===== config.mk =====
export PLATFORM = sky130hd
export DESIGN_NAME = uart_top_flat
export DESIGN_NICKNAME = d
export VERILOG_FILES = /design/src/rtl/uart_pkg.sv /design/src/rtl/uart_if.sv /design/src/rtl/uart_rx.sv /design/src/rtl/uart_tx.sv /design/src/rtl/uart_top.sv /design/src/flat_wrapper.sv
export SDC_FILE = /design/constraint.sdc
export NUM_CORES = 1
export LEC_CHECK = 0
export BUFFER_PORTS_ARGS = -buffer_cell sky130_fd_sc_hd__buf_4
export CAP_MARGIN = 30
export CORE_AREA = 5 5 89 91
export DETAILED_ROUTE_END_ITERATION = 6
export DIE_AREA = 0 0 94 96
export GPL_TIMING_DRIVEN = 0
export SLEW_MARGIN = 20
export SYNTH_ARGS = -nofsm -noshare
export SYNTH_HDL_FRONTEND = slang
export SYNTH_SLANG_ARGS = --single-unit

===== constraint.sdc =====
create_clock -name clk -period 2.31 [get_ports clk]
set_clock_uncertainty 0.1 [all_clocks]
set_input_delay 0.231 -clock clk [delete_from_list [all_inputs] [get_ports clk]]
set_output_delay 0.231 -clock clk [all_outputs]
set_load 0.05 [all_outputs]

===== src/rtl/uart_pkg.sv =====
// Shared definitions for the 8N1 UART: state encodings, bit timing helpers
// and default clock/baud settings.
package uart_pkg;

  localparam int unsigned DEF_CLK_FREQ = 100_000_000;
  localparam int unsigned DEF_BAUD     = 115_200;
  localparam int unsigned DATA_W       = 8;
  localparam int unsigned BIT_IDX_W    = 3;

  typedef enum logic [1:0] {
    TX_IDLE,
    TX_START,
    TX_DATA,
    TX_STOP
  } tx_state_e;

  typedef enum logic [2:0] {
    RX_IDLE,
    RX_START,
    RX_DATA,
    RX_STOP,
    RX_WAIT_HIGH
  } rx_state_e;

  // Clocks per serial bit (integer division).
  function automatic int unsigned clks_per_bit(input int unsigned clk_freq,
                                               input int unsigned baud);
    return clk_freq / baud;
  endfunction

  // Clocks from a bit edge to its mid-point.
  function automatic int unsigned half_bit(input int unsigned clk_freq,
                                           input int unsigned baud);
    return clks_per_bit(clk_freq, baud) / 2;
  endfunction

  // Width of a counter that must hold 0 .. cpb-1.
  function automatic int unsigned cnt_width(input int unsigned cpb);
    return (cpb > 1) ? $clog2(cpb) : 1;
  endfunction

endpackage


===== src/rtl/uart_if.sv =====
// UART signal bundle. master = the side driving start/txin/rx (system or
// bench), slave = the UART block itself.
interface uart_if;
  import uart_pkg::*;

  logic              start;
  logic [DATA_W-1:0] txin;
  logic              tx;
  logic              rx;
  logic [DATA_W-1:0] rxout;
  logic              rxdone;
  logic              txdone;

  modport master (
    output start, txin, rx,
    input  tx, rxout, rxdone, txdone
  );

  modport slave (
    input  start, txin, rx,
    output tx, rxout, rxdone, txdone
  );

endinterface


===== src/rtl/uart_rx.sv =====
// 8N1 receiver with 2-flop input synchronizer and mid-bit sampling.
//   clk, rst_n : clock, async active-low reset
//   rx_i       : serial line, idle high
//   rxout_o    : last correctly framed byte
//   rxdone_o   : one-cycle pulse when rxout_o is updated
module uart_rx
  import uart_pkg::*;
#(
  parameter int unsigned CLK_FREQ = DEF_CLK_FREQ,
  parameter int unsigned BAUD     = DEF_BAUD
) (
  input  logic              clk,
  input  logic              rst_n,
  input  logic              rx_i,
  output logic [DATA_W-1:0] rxout_o,
  output logic              rxdone_o
);

  localparam int unsigned CPB       = clks_per_bit(CLK_FREQ, BAUD);
  localparam int unsigned HALF      = half_bit(CLK_FREQ, BAUD);
  localparam int unsigned CNT_W     = cnt_width(CPB);
  localparam logic [CNT_W-1:0] CNT_LAST  = CNT_W'(CPB - 1);
  localparam logic [CNT_W-1:0] HALF_LAST = CNT_W'(HALF - 1);

  rx_state_e              state_q;
  logic                   rx_meta_q;
  logic                   rx_sync_q;
  logic [CNT_W-1:0]       cnt_q;
  logic [BIT_IDX_W-1:0]   bit_q;
  logic [DATA_W-1:0]      shreg_q;
  logic                   stop_ok_q;
  logic [DATA_W-1:0]      rxout_q;
  logic                   rxdone_q;

  // Synchronizer plus frame sequencer. stop_ok_q marks the second half of a
  // good stop bit, which is waited out before the byte is published.
  always_ff @(posedge clk or negedge rst_n) begin
    if (!rst_n) begin
      rx_meta_q <= 1'b1;
      rx_sync_q <= 1'b1;
      state_q   <= RX_IDLE;
      cnt_q     <= '0;
      bit_q     <= '0;
      shreg_q   <= '0;
      stop_ok_q <= 1'b0;
      rxout_q   <= '0;
      rxdone_q  <= 1'b0;
    end else begin
      rx_meta_q <= rx_i;
      rx_sync_q <= rx_meta_q;
      rxdone_q  <= 1'b0;
      case (state_q)
        RX_IDLE: begin
          cnt_q     <= '0;
          stop_ok_q <= 1'b0;
          if (!rx_sync_q) state_q <= RX_START;
        end
        RX_START: begin
          if (cnt_q == HALF_LAST) begin
            cnt_q   <= '0;
            bit_q   <= '0;
            // A line already back high at mid start bit was a glitch.
            state_q <= rx_sync_q ? RX_IDLE : RX_DATA;
          end else begin
            cnt_q <= cnt_q + CNT_W'(1);
          end
        end
        RX_DATA: begin
          if (cnt_q == CNT_LAST) begin
            cnt_q   <= '0;
            shreg_q <= {rx_sync_q, shreg_q[DATA_W-1:1]};
            bit_q   <= bit_q + BIT_IDX_W'(1);
            if (bit_q == BIT_IDX_W'(DATA_W - 1)) state_q <= RX_STOP;
          end else begin
            cnt_q <= cnt_q + CNT_W'(1);
          end
        end
        RX_STOP: begin
          if (!stop_ok_q) begin
            if (cnt_q == CNT_LAST) begin
              cnt_q <= '0;
              if (rx_sync_q) stop_ok_q <= 1'b1;
              else           state_q   <= RX_WAIT_HIGH;
            end else begin
              cnt_q <= cnt_q + CNT_W'(1);
            end
          end else if (cnt_q == HALF_LAST) begin
            cnt_q     <= '0;
            stop_ok_q <= 1'b0;
            rxout_q   <= shreg_q;
            rxdone_q  <= 1'b1;
            state_q   <= RX_IDLE;
          end else begin
            cnt_q <= cnt_q + CNT_W'(1);
          end
        end
        RX_WAIT_HIGH: begin
          if (rx_sync_q) state_q <= RX_IDLE;
        end
        default: state_q <= RX_IDLE;
      endcase
    end
  end

  assign rxout_o  = rxout_q;
  assign rxdone_o = rxdone_q;

endmodule


===== src/rtl/uart_tx.sv =====
// 8N1 transmitter.
//   clk, rst_n : clock, async active-low reset
//   start_i    : level enable; frames go out back-to-back while high
//   txin_i     : byte latched when a frame is launched
//   tx_o       : serial line, idle high
//   txdone_o   : one-cycle pulse after the stop bit completes
module uart_tx
  import uart_pkg::*;
#(
  parameter int unsigned CLK_FREQ = DEF_CLK_FREQ,
  parameter int unsigned BAUD     = DEF_BAUD
) (
  input  logic              clk,
  input  logic              rst_n,
  input  logic              start_i,
  input  logic [DATA_W-1:0] txin_i,
  output logic              tx_o,
  output logic              txdone_o
);

  localparam int unsigned CPB      = clks_per_bit(CLK_FREQ, BAUD);
  localparam int unsigned CNT_W    = cnt_width(CPB);
  localparam logic [CNT_W-1:0] CNT_LAST = CNT_W'(CPB - 1);

  tx_state_e              state_q;
  logic [CNT_W-1:0]       cnt_q;
  logic [BIT_IDX_W-1:0]   bit_q;
  logic [DATA_W-1:0]      shreg_q;
  logic                   tx_q;
  logic                   txdone_q;

  // Frame sequencer; tx_q is the registered line value for the current state.
  always_ff @(posedge clk or negedge rst_n) begin
    if (!rst_n) begin
      state_q  <= TX_IDLE;
      cnt_q    <= '0;
      bit_q    <= '0;
      shreg_q  <= '0;
      tx_q     <= 1'b1;
      txdone_q <= 1'b0;
    end else begin
      txdone_q <= 1'b0;
      case (state_q)
        TX_IDLE: begin
          tx_q  <= 1'b1;
          cnt_q <= '0;
          if (start_i) begin
            shreg_q <= txin_i;
            tx_q    <= 1'b0;
            state_q <= TX_START;
          end
        end
        TX_START: begin
          if (cnt_q == CNT_LAST) begin
            cnt_q   <= '0;
            bit_q   <= '0;
            tx_q    <= shreg_q[0];
            state_q <= TX_DATA;
          end else begin
            cnt_q <= cnt_q + CNT_W'(1);
          end
        end
        TX_DATA: begin
          if (cnt_q == CNT_LAST) begin
            cnt_q <= '0;
            if (bit_q == BIT_IDX_W'(DATA_W - 1)) begin
              tx_q    <= 1'b1;
              state_q <= TX_STOP;
            end else begin
              // Present the next bit while shifting it down to bit 0.
              shreg_q <= {1'b0, shreg_q[DATA_W-1:1]};
              tx_q    <= shreg_q[1];
              bit_q   <= bit_q + BIT_IDX_W'(1);
            end
          end else begin
            cnt_q <= cnt_q + CNT_W'(1);
          end
        end
        TX_STOP: begin
          if (cnt_q == CNT_LAST) begin
            cnt_q    <= '0;
            txdone_q <= 1'b1;
            state_q  <= TX_IDLE;
          end else begin
            cnt_q <= cnt_q + CNT_W'(1);
          end
        end
        default: state_q <= TX_IDLE;
      endcase
    end
  end

  assign tx_o     = tx_q;
  assign txdone_o = txdone_q;

endmodule


===== src/rtl/uart_top.sv =====
// 8N1 UART: independent transmitter and receiver on a shared clock/reset.
//   clk, rst_n : clock, async active-low reset
//   bus        : uart_if.slave (start, txin, tx, rx, rxout, rxdone, txdone)
module uart_top
  import uart_pkg::*;
#(
  parameter int unsigned CLK_FREQ = DEF_CLK_FREQ,
  parameter int unsigned BAUD     = DEF_BAUD
) (
  input  logic  clk,
  input  logic  rst_n,
  uart_if.slave bus
);

  uart_tx #(
    .CLK_FREQ (CLK_FREQ),
    .BAUD     (BAUD)
  ) u_tx (
    .clk      (clk),
    .rst_n    (rst_n),
    .start_i  (bus.start),
    .txin_i   (bus.txin),
    .tx_o     (bus.tx),
    .txdone_o (bus.txdone)
  );

  uart_rx #(
    .CLK_FREQ (CLK_FREQ),
    .BAUD     (BAUD)
  ) u_rx (
    .clk      (clk),
    .rst_n    (rst_n),
    .rx_i     (bus.rx),
    .rxout_o  (bus.rxout),
    .rxdone_o (bus.rxdone)
  );

endmodule


===== src/flat_wrapper.sv =====
// flat-port wrapper written by rule: the top's interface ports become plain ports
module uart_top_flat import uart_pkg::*;
#(
  parameter int unsigned CLK_FREQ = DEF_CLK_FREQ,
  parameter int unsigned BAUD     = DEF_BAUD
)
  (clk, rst_n, bus_start, bus_txin, bus_rx, bus_tx, bus_rxout, bus_rxdone, bus_txdone);
  uart_if bus_i ();
  input  logic clk;
  input  logic rst_n;
  input wire logic [$bits(bus_i.start)-1:0] bus_start;
  input wire logic [$bits(bus_i.txin)-1:0] bus_txin;
  input wire logic [$bits(bus_i.rx)-1:0] bus_rx;
  output wire logic [$bits(bus_i.tx)-1:0] bus_tx;
  output wire logic [$bits(bus_i.rxout)-1:0] bus_rxout;
  output wire logic [$bits(bus_i.rxdone)-1:0] bus_rxdone;
  output wire logic [$bits(bus_i.txdone)-1:0] bus_txdone;
  assign bus_i.start = bus_start;
  assign bus_i.txin = bus_txin;
  assign bus_i.rx = bus_rx;
  assign bus_tx = bus_i.tx;
  assign bus_rxout = bus_i.rxout;
  assign bus_rxdone = bus_i.rxdone;
  assign bus_txdone = bus_i.txdone;
  uart_top #(.CLK_FREQ(CLK_FREQ), .BAUD(BAUD)) u_core (.clk(clk), .rst_n(rst_n), .bus(bus_i));
endmodule

Yosys cells after proc, flatten, opt, wreduce, memory -nomap -nowiden --
Cells that the tools add are included.
Word-level totals: bits in registers 61, output and inout port bits 11, word-level logic and storage cells 110
Cells by class: $add $sub $neg 4, equal/unequal tests 26, multiplexer cells 48, reductions and logical operators 17
Operators with widths (count):
- 2-to-1 mux 10 bit | 4
- one-hot mux 10 bit (4 select lines) | 1
- 2-to-1 mux 3 bit | 13
- 2-to-1 mux 8 bit | 3
- != test 2 bit, second input constant | 11
- adder 10 x 1 -> 10 bit, second input constant | 2
- equality test 10 bit, second input constant | 2
- one-hot mux 10 bit (2 select lines) | 1
- one-hot mux 8 bit (2 select lines) | 1
- one-hot mux 3 bit (5 select lines) | 1
- 2-to-1 mux 1 bit | 13
- 2-to-1 mux 2 bit | 6
- one-hot mux 3 bit (2 select lines) | 2
- equality test 10 x 9 -> 1 bit, second input constant | 1
- equality test 3 bit, second input constant | 3
- != test 3 bit, second input constant | 3
- AND reduction 3 bit | 3
- one-hot mux 2 bit (4 select lines) | 1
- AND reduction 4 bit | 2
- AND reduction 8 bit | 1
- nonzero test 2 bit | 4
- adder 3 x 1 -> 3 bit, second input constant | 2
- equality test 3 x 2 -> 1 bit, second input constant | 2
- AND reduction 5 bit | 1
- other kinds (11) | 12

Depth between registers and ports, before layout --
Gate-level depths: netlist (run 1).
depth after elaboration 4, depth in mapped cells 7, mapped depth without buffers 6

By module --
From an unflattened synthesis (run 1), not the netlist that was laid out.
Second synthesis, totals: cell total of the unflattened synthesis 297, area, all modules 3205.6 um^2
By module, submodules not included:
- uart_rx | instances 1, cells each 172, area an instance 1828.0 um^2, seq. area each 903.4 um^2
- uart_tx | instances 1, cells each 125, area an instance 1377.6 um^2, seq. area each 626.9 um^2

Worst setup path after synthesis (run 1) --
Ideal clock, no wire load.
path kind register to register, start point register u_core.u_rx.cnt_q[1], end point register u_core.u_rx.rxout_q[1] (netlist: u_core.u_rx.rxout_o[1]), setup time 125 ps, data arrival time 1827 ps, data required time 2085 ps, setup slack 259 ps, stages on the path, launching flop included 7, period minus slack after synthesis 2051 ps, cells stage by stage dfrtp_1 > inv_1 > ha_1 > and4bb_1 > nand3_2 > nor4_4 > mux2_2
On the way: longest elaborated chain between the ends 2
Ends and longest elaborated chain:
- start, declared | RTL line uart_rx.sv:28 | logic [CNT_W-1:0] cnt_q;
- start signal, assigned | RTL line uart_rx.sv:65 | cnt_q <= cnt_q + CNT_W'(1);
- start signal, assigned | RTL line uart_rx.sv:75 | cnt_q <= cnt_q + CNT_W'(1);
- start signal, assigned | RTL line uart_rx.sv:85 | cnt_q <= cnt_q + CNT_W'(1);
- equality test 10 x 9 -> 1 bit | RTL line uart_rx.sv:87 | end else if (cnt_q == HALF_LAST) begin
- AND reduction 3 bit (no source line)
- end signal, assigned | RTL line uart_rx.sv:90 | rxout_q <= shreg_q;
- end, declared | RTL line uart_rx.sv:32 | logic [DATA_W-1:0] rxout_q;
Every way passes these cells. A chain may end at the register's enable or synchronous reset.

Final worst setup path (run 1) --
start point register u_core.u_rx.cnt_q[1], end point register u_core.u_rx.rxout_q[5] (netlist: u_core.u_rx.rxout_o[5])
Same word-level chain as after synthesis.

==> metrics.csv, run 1 <==
metric;value;unit
Ant. Diodes;0;
worst r2r src;u_core.u_rx.cnt_q[1];
vias per cell;5.33;
Die ar.;9020;sq um
Overall Global Routing Usage;15.0;%
switch share;31.8;%
Max VDD drop;0.000774;V
power consumption;2.95;mW
Setup CP Type;reg2reg;
Hold Violations, Final;0;
area leader, netlist;dfrtp_1;
CTS root buf;clkbuf_8;
most common cell after layout, fill and taps aside;dfrtp_1;
drt pass-1 iters;4;
P_sw;0.938;mW
power per cell area;809;nW/um^2
final setup margin;0.153;ns
number of synthesized flops with an enable pin;0;
R2R Setup Slk;0.15;ns
H-Tree Depth;3;
Seq/Total Area, Yosys;49.6;%
Nets;335;
top post-synthesis cells by area;dfrtp_1, mux2_2, ha_1;
syn avg cell area;11.2;sq um
layout cells sized above 1;27.1;%
I/O pins;23;
RSZ-0062 raised after global routing;no;
critical path launch point;u_core.u_rx.cnt_q[1];
Placed Cells;397;
Filler cells;644;
status;complete, no violations;
R2R Path End;u_core.u_rx.rxout_o[5];
Max Root-Sink Buffers;2;
Yosys reg bits;61;
Reg power frac;43.7;%
Critical-path top delay cell;dfrtp_1;
cells on worst reg2reg path;7;
Die Span X;94;um
number of global-route vias before repair;2213;
Layout area overhead;18.3;%
Slew @ Worst Pin;0.760;ns
post-route insts no fill;416;
core area;7060;sq um
GR Overflow Total;0;
Tmin final;2.16;ns
Hold Crit Class;in2reg;
post-route antenna net violation count;0;
# DRC;0;
WL/cell;14.5;um
most common flop cell mapped by yosys;dfrtp_1;
GP Congestion;0.855;
clock slew at reported path FFs;0.08;ns
Clk Latency, worst-skew pair;0.34;ns
leak pwr;1.60;nW
Async S/R FF share, synth;100;%
post-synthesis cell area;3090;sq um
Slew headroom;49.3;%
initial antenna violation count;0;
fmax;464;MHz
max-slew violation count;0;
Post-DP HPWL;3.97;mm
Final setup viols;0;
1st-iter DRT viols;84;
Place WS;-0.0284;ns
FP Rows;31;
slowest cell delay on critical path;0.44;ns
Yosys top cell area share;47.0;%
pin count of the biggest net entering global routing;62;
DIE HEIGHT;96;um
Startpoint Class;register;
CP Capture Type;register;
Clk pwr share;33.0;%
WP data required;2.44;ns
period utilisation layout;93.4;%
port buffer count;22;
clock buffer count from CTS;9;
CTS Sinks;61;
clock tree from TritonCTS;built;
post-detailed-routing wire length;6.02;mm
CP arrival;2.28;ns
max_cap viols;0;
first-pass GRT wire length;10.6;mm
Cells after Synth;276;
Synthesis Warnings;0;
Syn Nets;299;
library cells used by synthesis;60;
Setup crit end;u_core.u_rx.rxout_o[5];
CP cell instances;inv_1, ha_1, and4bb_1, nand3_2, nor4_4, buf_4, mux2_2;
WHS;0.0508;ns
via count;2218;
commonest non-fill, non-tap cells in the layout;dfrtp_1, buf_4, nand2_1, mux2_2;
Core Util, Final;51.7;%
crit-path max FO;10;
P_int;2.01;mW
Initial Util;43.7;%
Combinational Power Share;23.3;%
==> per-stage QoR <==
| step | cell area [sq um] | setup TNS, ns |
|---|---|---|
| finish | 3650 | 0 |
| global route | 3650 | 0 |
| CTS | 3600 | -0.0529 |
| detailed placement | 3370 | -0.175 |
| global placement | 3370 | -0.528 |
| floorplan | 3090 | 0 |
==> power groups by stage <==
stage	combinational (mW)	clock, mW	sequential, mW
after floorplan	0.493	0	1.32
after global placement	0.677	0	1.31
after detailed placement	0.688	0	1.31
after CTS	0.696	1.01	1.29
after global routing	0.767	1.05	1.31
final	0.687	0.975	1.29
==> routing by layer <==
layer	global-route usage, %	part of all wire [%]
met1	19.2	49
met2	23.9	47
met3	3.52	2.6
met4	7.34	1.9
met5	0	0
==> logic make-up after synthesis <==
logic type	share of synthesized area [%]
buf+inv	3.97
fa+ha+maj	4.46
mux	7.22
xor+xnor	3.12
simple gates	17.8
flops	49.6
compound gates	13.8
==> sequential cells by signal (all words and copies together) (netlist names) <==
register / cells
u_core.u_rx.cnt_q: 10
u_core.u_tx.cnt_q: 10
u_core.u_rx.rxout_o: 8
u_core.u_rx.shreg_q: 8
u_core.u_tx.shreg_q: 8
u_core.u_rx.bit_q: 3
u_core.u_rx.state_q: 3
u_core.u_tx.bit_q: 3
u_core.u_tx.state_q: 2
u_core.u_rx.rx_meta_q: 1
u_core.u_rx.rx_sync_q: 1
u_core.u_rx.rxdone_o: 1
u_core.u_rx.stop_ok_q: 1
u_core.u_tx.tx_o: 1
u_core.u_tx.txdone_o: 1
==> how the worst min path moves through the flow <==
stage	startpoint	endpoint	slack [ns]	cells past startpoint
after floorplan	rst_n	u_core.u_rx.bit_q[0]	-0.16	0
after global placement	bus_rx	u_core.u_rx.rx_meta_q	0.24	1
after detailed placement	bus_rx	u_core.u_rx.rx_meta_q	0.24	1
after CTS	bus_txin[7]	u_core.u_tx.shreg_q[7]	0.03	3
after global routing	bus_txin[7]	u_core.u_tx.shreg_q[7]	0.05	3
final	bus_txin[7]	u_core.u_tx.shreg_q[7]	0.05	3
==> what timing repair did <==
action | CTS | global route
hold endpoints to repair | 59 | 0
gates resized for setup | 1 | 6
endpoints found under the setup margin | 18 | 26
setup buffers | 0 | 1
pin swaps | 1 | 1
hold buffers | 2 | 0
==> cell usage after synthesis, drive strengths merged (3+ instances only) <==
| master | n |
|---|---|
| o21ai | 16 |
| clkbuf | 7 |
| o31ai | 4 |
| o2bb2ai | 3 |
| nand2 | 18 |
| or3 | 12 |
| inv | 16 |
| xnor2 | 3 |
| nor2 | 14 |
| nand3 | 9 |
| dfstp | 3 |
| xor2 | 8 |
| dfrtp | 58 |
| mux2 | 18 |
| and2 | 3 |
| nand4 | 4 |
| buf | 4 |
| nand2b | 6 |
| nor3 | 7 |
| a22o | 3 |
| o221a | 7 |
| ha | 11 |
| o41ai | 4 |
==> layout make-up <==
| class | instances | area [sq um] | area share, % |
|---|---|---|---|
| sequential | 61 | 1530 | 41.9 |
| multi-input combinational | 188 | 1480 | 40.6 |
| timing repair buffer | 25 | 193 | 5.28 |
| clock buffer | 9 | 124 | 3.39 |
| tap | 99 | 124 | 3.39 |
| clock inverter | 7 | 75.1 | 2.06 |
| buffer | 11 | 62.6 | 1.71 |
| inverter | 16 | 60.1 | 1.64 |
==> worst max-delay path, delay by kind of cell, from the launching register on <==
| family | cells | cell delay (ns) |
|---|---|---|
| and+or+nand+nor | 3 | 0.69 |
| DFF | 1 | 0.44 |
| muxes | 1 | 0.35 |
| buffers and inverters | 2 | 0.31 |
| adders and majority gates | 1 | 0.16 |
(Power assumes the default switching activity.)
==> run 2, diff against run 1 <==
--- a/config.mk
+++ b/config.mk
@@ -7,11 +7,12 @@
 export LEC_CHECK = 0
 export BUFFER_PORTS_ARGS = -buffer_cell sky130_fd_sc_hd__buf_4
 export CAP_MARGIN = 30
-export CORE_AREA = 5 5 89 91
+export CORE_AREA = 5 5 91 93
 export DETAILED_ROUTE_END_ITERATION = 6
-export DIE_AREA = 0 0 94 96
+export DIE_AREA = 0 0 96 98
 export GPL_TIMING_DRIVEN = 0
 export SLEW_MARGIN = 20
 export SYNTH_ARGS = -nofsm -noshare
 export SYNTH_HDL_FRONTEND = slang
+export SYNTH_HIERARCHICAL = 1
 export SYNTH_SLANG_ARGS = --single-unit
==> metrics.csv, run 2 <==
metric;value;unit;change
status;complete, no violations;;unchanged
WL/cell;13.9;um;was 14.5 um
worst r2r src;u_core/u_rx/cnt_q[3];;was u_core.u_rx.cnt_q[1]
Hold Startpoint;bus_txin[7];;unchanged
Die Span X;96;um;was 94 um
layout cells sized above 1;28.4;%;was 27.1%
Cells after Synth;297;;was 276
final setup margin;0.0905;ns;was 0.153 ns
Nets;356;;was 335
drt pass-1 iters;5;;was 4
slowest cell delay on critical path;0.47;ns;was 0.44 ns
Final setup viols;0;;unchanged
Post-DP HPWL;4.18;mm;was 3.97 mm
Clk Latency, worst-skew pair;0.34;ns;about the same
core area;7450;sq um;was 7060 sq um
port buffer count;22;;unchanged
CTS Sinks;61;;unchanged
Layout area overhead;16.4;%;was 18.3%
cell family with most CP delay;compound AO/OA/AOI/OAI gates;;was simple AND/OR/NAND/NOR gates
WP data required;2.41;ns;was 2.44 ns
Seq/Total Area, Yosys;47.7;%;was 49.6%
Post-synth top cells;dfrtp_1, mux2_2, nor2_1;;was dfrtp_1, nand2_1, mux2_2
GR Overflow Total;0;;unchanged
initial antenna violation count;0;;unchanged
Max VDD drop;0.000554;V;was 0.000774 V
FP Rows;32;;was 31
CP arrival;2.32;ns;was 2.28 ns
CTS root buf;clkbuf_8;;unchanged
syn avg cell area;10.8;sq um;was 11.2 sq um
fmax;451;MHz;was 464 MHz
DIE HEIGHT;98;um;was 96 um
post-route antenna net violation count;0;;unchanged
post-detailed-routing wire length;6.10;mm;was 6.02 mm
clock slew at reported path FFs;0.08;ns;about the same
number of synthesized flops with an enable pin;0;;unchanged
number of global-route vias before repair;2352;;was 2213
I/O pins;23;;unchanged
crit-path max FO;8;;was 10
Setup CP Type;reg2reg;;unchanged
RSZ-0062 raised after global routing;no;;unchanged
Syn Nets;320;;was 299
count leader, synth;dfrtp_1;;unchanged
period utilisation layout;96.1;%;was 93.4%
GP Congestion;0.849;;was 0.855
max_cap viols;0;;unchanged
vias per cell;5.31;;was 5.33
Slew headroom;48.8;%;was 49.3%
Place WS;-0.0479;ns;was -0.0284 ns
clock buffer count from CTS;9;;unchanged
commonest non-fill, non-tap cells in the layout;dfrtp_1, buf_4, mux2_2, nor2_1, nand2_1;;was dfrtp_1, buf_4, nand2_1, mux2_2
area leader, netlist;dfrtp_1;;unchanged
pin count of the biggest net entering global routing;62;;unchanged
biggest regs;u_core/u_rx/cnt_q x10, u_core/u_tx/cnt_q x10;;was u_core.u_rx.cnt_q x10, u_core.u_tx.cnt_q x10
Tmin final;2.22;ns;was 2.16 ns
Yosys reg bits;61;;unchanged
Async S/R FF share, synth;100;%;unchanged
Critical-path top delay cell;o311ai_1;;was dfrtp_1
Startpoint Class;register;;unchanged
Yosys top cell area share;45.3;%;was 47.0%
CP Capture Type;register;;unchanged
clock tree from TritonCTS;built;;unchanged
via count;2336;;was 2218
Overall Global Routing Usage;14.6;%;was 15.0%
Synthesis Warnings;6;;was 0
first-pass GRT wire length;10.8;mm;was 10.6 mm
most common cell after layout, fill and taps aside;dfrtp_1;;unchanged
library cells used by synthesis;63;;was 60
CP cell instances;or3b_4, o311ai_1, nand2_1, a211oi_2, buf_4, a211oi_1;;was inv_1, ha_1, and4bb_1, nand3_2, nor4_4, buf_4, mux2_2
leak pwr;1.77;nW;was 1.60 nW
critical path launch point;u_core/u_rx/cnt_q[3];;was u_core.u_rx.cnt_q[1]
1st-iter DRT viols;83;;was 84
Ant. Diodes;0;;unchanged
H-Tree Depth;3;;unchanged
# DRC;0;;unchanged
max-slew violation count;0;;unchanged
Hold Violations, Final;0;;unchanged
Max Root-Sink Buffers;2;;unchanged
Slew @ Worst Pin;0.768;ns;was 0.760 ns
top post-synthesis cells by area;dfrtp_1, mux2_2, ha_1;;unchanged
Initial Util;43.0;%;was 43.7%
Die ar.;9410;sq um;was 9020 sq um
Hold Crit Class;in2reg;;unchanged
Critical path buffers and inverters;1;;was 2
post-synthesis cell area;3210;sq um;was 3090 sq um
power per cell area;819;nW/um^2;was 809 nW/um^2
TNS Setup;0;ns;unchanged
most common flop cell mapped by yosys;dfrtp_1;;unchanged
==> run 2: cells by family after synthesis <==
kind of cell / after synthesis / share of synthesized area, %
DFF: 61 / 47.7
muxes: 34 / 12.6
xor gates and xnor gates: 9 / 2.46
adders and majority gates: 11 / 4.29
buffers and inverters: 31 / 5.27
AOI/OAI and AO/OA: 47 / 10.1
and+or+nand+nor: 104 / 17.5
==> run 2: metal layers <==
layer / vias up / routed length [um] / track usage [%]
li1: 1137 / - / -
met1: 1150 / 2890 / 19.1
met2: 40 / 2950 / 22.5
met3: 9 / 217 / 4.93
met4: 0 / 46 / 4.70
met5: - / 0 / 0
==> run 2: worst reg2reg max path, stage by stage (launching register included) <==
cell and delay [ns]:
dfrtp_1 0.46, or3b_4 0.45, o311ai_1 0.47, nand2_1 0.19
a211oi_2 0.22, buf_4 0.16, a211oi_1 0.05
==> run 2: final timing paths <==
kind / depth (start not counted) / to / slack (ns)
setup / recovery: 6 / u_core/u_rx/cnt_q[4] / 0.09
hold / removal: 2 / u_core/u_tx/shreg_q[7] / 0.04
setup reg to reg: 6 / u_core/u_rx/cnt_q[4] / 0.09
hold reg to reg: 0 / u_core/u_rx/rx_sync_q / 0.26
max in group asynchronous: 2 / u_core/u_rx/cnt_q[8] / 1.18
min in group asynchronous: 2 / u_core/u_rx/stop_ok_q / 0.41
==> run 2: layout make-up <==
class / instances / area, sq um
Fill cell: 691 / 3720
Sequential cell: 61 / 1530
Tap cell: 102 / 128
Clock buffer: 11 / 141
Buffer: 14 / 105
Timing Repair Buffer: 25 / 193
Multi-Input combinational cell: 205 / 1530
Clock inverter: 5 / 36.3
Inverter: 17 / 63.8
==> run 2: where the power goes <==
part	leakage [nW]	switching (mW)	total [mW]	internal (mW)
logic	0.883	0.425	0.887	0.463
registers	0.801	0.104	1.32	1.22
clock network	0.0815	0.429	0.847	0.418
total	1.77	0.957	3.06	2.10
==> run 2: what timing repair did <==
item / 4_1_cts / 5_1_grt
endpoints found under the setup margin: 18 / 18
hold endpoints to repair: 59 / 0
setup buffers: 0 / 1
pin swaps: 0 / 2
gates resized for setup: 1 / 5
hold buffers: 2 / 0
==> run 2: through the flow <==
step	instances	cell area, sq um	hold WS, ns	util [%]	total power [mW]
2_1_floorplan	297	3210	-0.165	-	2.05
3_3_place_gp	421	3500	0.244	47.0	2.22
3_5_place_dp	421	3500	0.242	47.0	2.23
4_1_cts	439	3700	0.0308	49.7	3.10
5_1_grt	440	3730	0.0440	50.1	3.27
6_report	440	3730	0.0431	50.1	3.06
==> run 3, diff against run 2 <==
--- a/config.mk
+++ b/config.mk
@@ -5,7 +5,7 @@
 export SDC_FILE = /design/constraint.sdc
 export NUM_CORES = 1
 export LEC_CHECK = 0
-export BUFFER_PORTS_ARGS = -buffer_cell sky130_fd_sc_hd__buf_4
+export BUFFER_PORTS_ARGS = -buffer_cell sky130_fd_sc_hd__buf_2
 export CAP_MARGIN = 30
 export CORE_AREA = 5 5 91 93
 export DETAILED_ROUTE_END_ITERATION = 6
==> metrics.csv, run 3 (synthesis results as in run 2) <==
metric;value;unit;change
status;complete, no violations;;unchanged
H-Tree Depth;3;;unchanged
Overall Global Routing Usage;14.2;%;was 14.6%
Tmin final;2.19;ns;was 2.22 ns
WL/cell;14.2;um;was 13.9 um
P_int;2.18;mW;was 2.10 mW
cell family with most CP delay;simple AND/OR/NAND/NOR gates;;was compound AO/OA/AOI/OAI gates
Hold Violations, Final;0;;unchanged
Layout area overhead;16.7;%;was 16.4%
placed cell area;3450;sq um;was 3500 sq um
GP Congestion;0.860;;was 0.849
vias per cell;5.25;;was 5.31
WP data required;2.43;ns;was 2.41 ns
R2R Setup Slk;0.12;ns;was 0.09 ns
P_sw;0.996;mW;was 0.957 mW
# DRC;0;;unchanged
first-pass GRT wire length;10.6;mm;was 10.8 mm
Nets;355;;was 356
Die ar.;9410;sq um;unchanged
final setup margin;0.115;ns;was 0.0905 ns
1st-iter DRT viols;74;;was 83
core area;7450;sq um;unchanged
Reg power frac;41.7;%;was 43.2%
Placed Cells;421;;unchanged
biggest regs;u_core/u_rx/cnt_q x10, u_core/u_tx/cnt_q x10;;unchanged
Core Util, Final;50.2;%;was 50.1%
Place WS;-0.0169;ns;was -0.0479 ns
I/O pins;23;;unchanged
max-slew violation count;0;;unchanged
Initial Util;43.0;%;unchanged
Max Root-Sink Buffers;2;;unchanged
Critical-path top delay cell;dfrtp_1;;was o311ai_1
TNS Setup;0;ns;unchanged
Hold Startpoint;bus_txin[7];;unchanged
R2R Path End;u_core/u_rx/rxout_o[4];;was u_core/u_rx/cnt_q[4]
pin count of the biggest net entering global routing;62;;unchanged
layout cells sized above 1;29.1;%;was 28.4%
worst r2r src;u_core/u_rx/cnt_q[1];;was u_core/u_rx/cnt_q[3]
Clk pwr share;30.3;%;was 27.7%
Slew headroom;49.1;%;was 48.8%
Setup CP Type;reg2reg;;unchanged
DIE HEIGHT;98;um;unchanged
Slew @ Worst Pin;0.764;ns;was 0.768 ns
drt pass-1 iters;4;;was 5
port buffer count;22;;unchanged
FP Rows;32;;unchanged
Clk Latency, worst-skew pair;0.34;ns;about the same
cells on worst reg2reg path;7;;was 6
Ant. Diodes;0;;unchanged
slowest cell delay on critical path;0.42;ns;was 0.47 ns
post-route antenna net violation count;0;;unchanged
Critical path buffers and inverters;2;;was 1
design area;3740;sq um;was 3730 sq um
Post-CTS Setup Inserts;0;;unchanged
CTS Sinks;61;;unchanged
Max VDD drop;0.000653;V;was 0.000554 V
post-detailed-routing wire length;6.25;mm;was 6.10 mm
clock tree from TritonCTS;built;;unchanged
period utilisation layout;95.0;%;was 96.1%
most common cell after layout, fill and taps aside;dfrtp_1;;unchanged
clock buffer count from CTS;9;;unchanged
leak pwr;1.80;nW;was 1.77 nW
number of global-route vias before repair;2332;;was 2352
post-route insts no fill;439;;was 440
GR Overflow Total;0;;unchanged
Die Span X;96;um;unchanged
CP cell instances;inv_1, ha_1, or2b_2, nor3_2, and3_1, buf_4, mux2_2;;was or3b_4, o311ai_1, nand2_1, a211oi_2, buf_4, a211oi_1
commonest non-fill, non-tap cells in the layout;dfrtp_1, mux2_2, nor2_1, buf_2, nand2_1;;was dfrtp_1, buf_4, mux2_2, nor2_1, nand2_1
Post-DP HPWL;4.16;mm;was 4.18 mm
CP arrival;2.32;ns;about the same
clock slew at reported path FFs;0.07;ns;was 0.08 ns
Startpoint Class;register;;unchanged
switch share;31.4;%;was 31.3%
CTS root buf;clkbuf_8;;unchanged
max_cap viols;0;;unchanged
worst hold stages;2;;unchanged
via count;2305;;was 2336
Final setup viols;0;;unchanged
Hold Crit Class;in2reg;;unchanged
initial antenna violation count;0;;unchanged
CP Capture Type;register;;unchanged
Combinational Power Share;28.0;%;was 29.0%
power per cell area;848;nW/um^2;was 819 nW/um^2
WHS Endpoint;u_core/u_tx/shreg_q[7];;unchanged
crit-path max FO;10;;was 8
fmax;456;MHz;was 451 MHz
## run 3: cell count changes in the layout (fill, tap and decap cells not counted), sizes merged
cell,previous run,this run
buf,32,31
bufinv,0,1
clkbuf,15,14
clkinvlp,3,2
inv,16,17
## run 3: what timing repair did
item                                   CTS  global route
setup endpoints to repair               12            18
endpoints found under the hold margin   59             0
gates resized for setup                  1            12
hold buffers                             2             0
## run 3: power by group through the flow
stage | clock network (mW) | logic (mW) | registers [mW]
floorplan | 0 | 0.696 | 1.35
global placement | 0 | 0.867 | 1.34
detailed placement | 0 | 0.889 | 1.34
CTS | 0.996 | 0.894 | 1.32
global route | 1.04 | 0.971 | 1.34
finish | 0.961 | 0.888 | 1.32
## run 3: how the worst max path moves through the flow
| stage | startpoint | endpoint | slack (ns) | cells past startpoint |
|---|---|---|---|---|
| 4_1_cts | u_core/u_rx/cnt_q[1] | u_core/u_rx/cnt_q[2] | -0.03 | 7 |
| 6_report | u_core/u_rx/cnt_q[1] | u_core/u_rx/rxout_o[4] | 0.12 | 7 |
| 3_3_place_gp | u_core/u_rx/state_q[0] | u_core/u_rx/rxout_o[4] | -0.02 | 5 |
| 3_5_place_dp | u_core/u_rx/state_q[0] | u_core/u_rx/rxout_o[4] | -0.02 | 5 |
| 5_1_grt | u_core/u_rx/cnt_q[0] | u_core/u_rx/cnt_q[2] | -0.02 | 6 |
| 2_1_floorplan | u_core/u_rx/cnt_q[1] | u_core/u_rx/rxout_o[0] | 0.25 | 7 |
## run 3: routing by layer
layer	GRT usage [%]	part of all wire, %	up-vias
met4	6.35	1.6	0
met5	0	0	-
li1	-	-	1134
met3	2.70	3.3	9
met2	22.1	47	45
met1	18.9	48	1117
## run 3: final cells by class
| class | instances | area [sq um] |
|---|---|---|
| Tap cell | 102 | 128 |
| Buffer | 14 | 105 |
| Fill cell | 697 | 3710 |
| Sequential cell | 61 | 1530 |
| Clock inverter | 6 | 71.3 |
| Inverter | 17 | 63.8 |
| Timing Repair Buffer | 24 | 133 |
| Clock buffer | 10 | 128 |
| Multi-Input combinational cell | 205 | 1580 |
## run 3: metrics by stage
step / power, mW / hold WS, ns
floorplan: 2.05 / -0.165
global placement: 2.21 / 0.242
detailed placement: 2.23 / 0.245
CTS: 3.21 / 0.0389
global route: 3.35 / 0.0544
finish: 3.17 / 0.0541
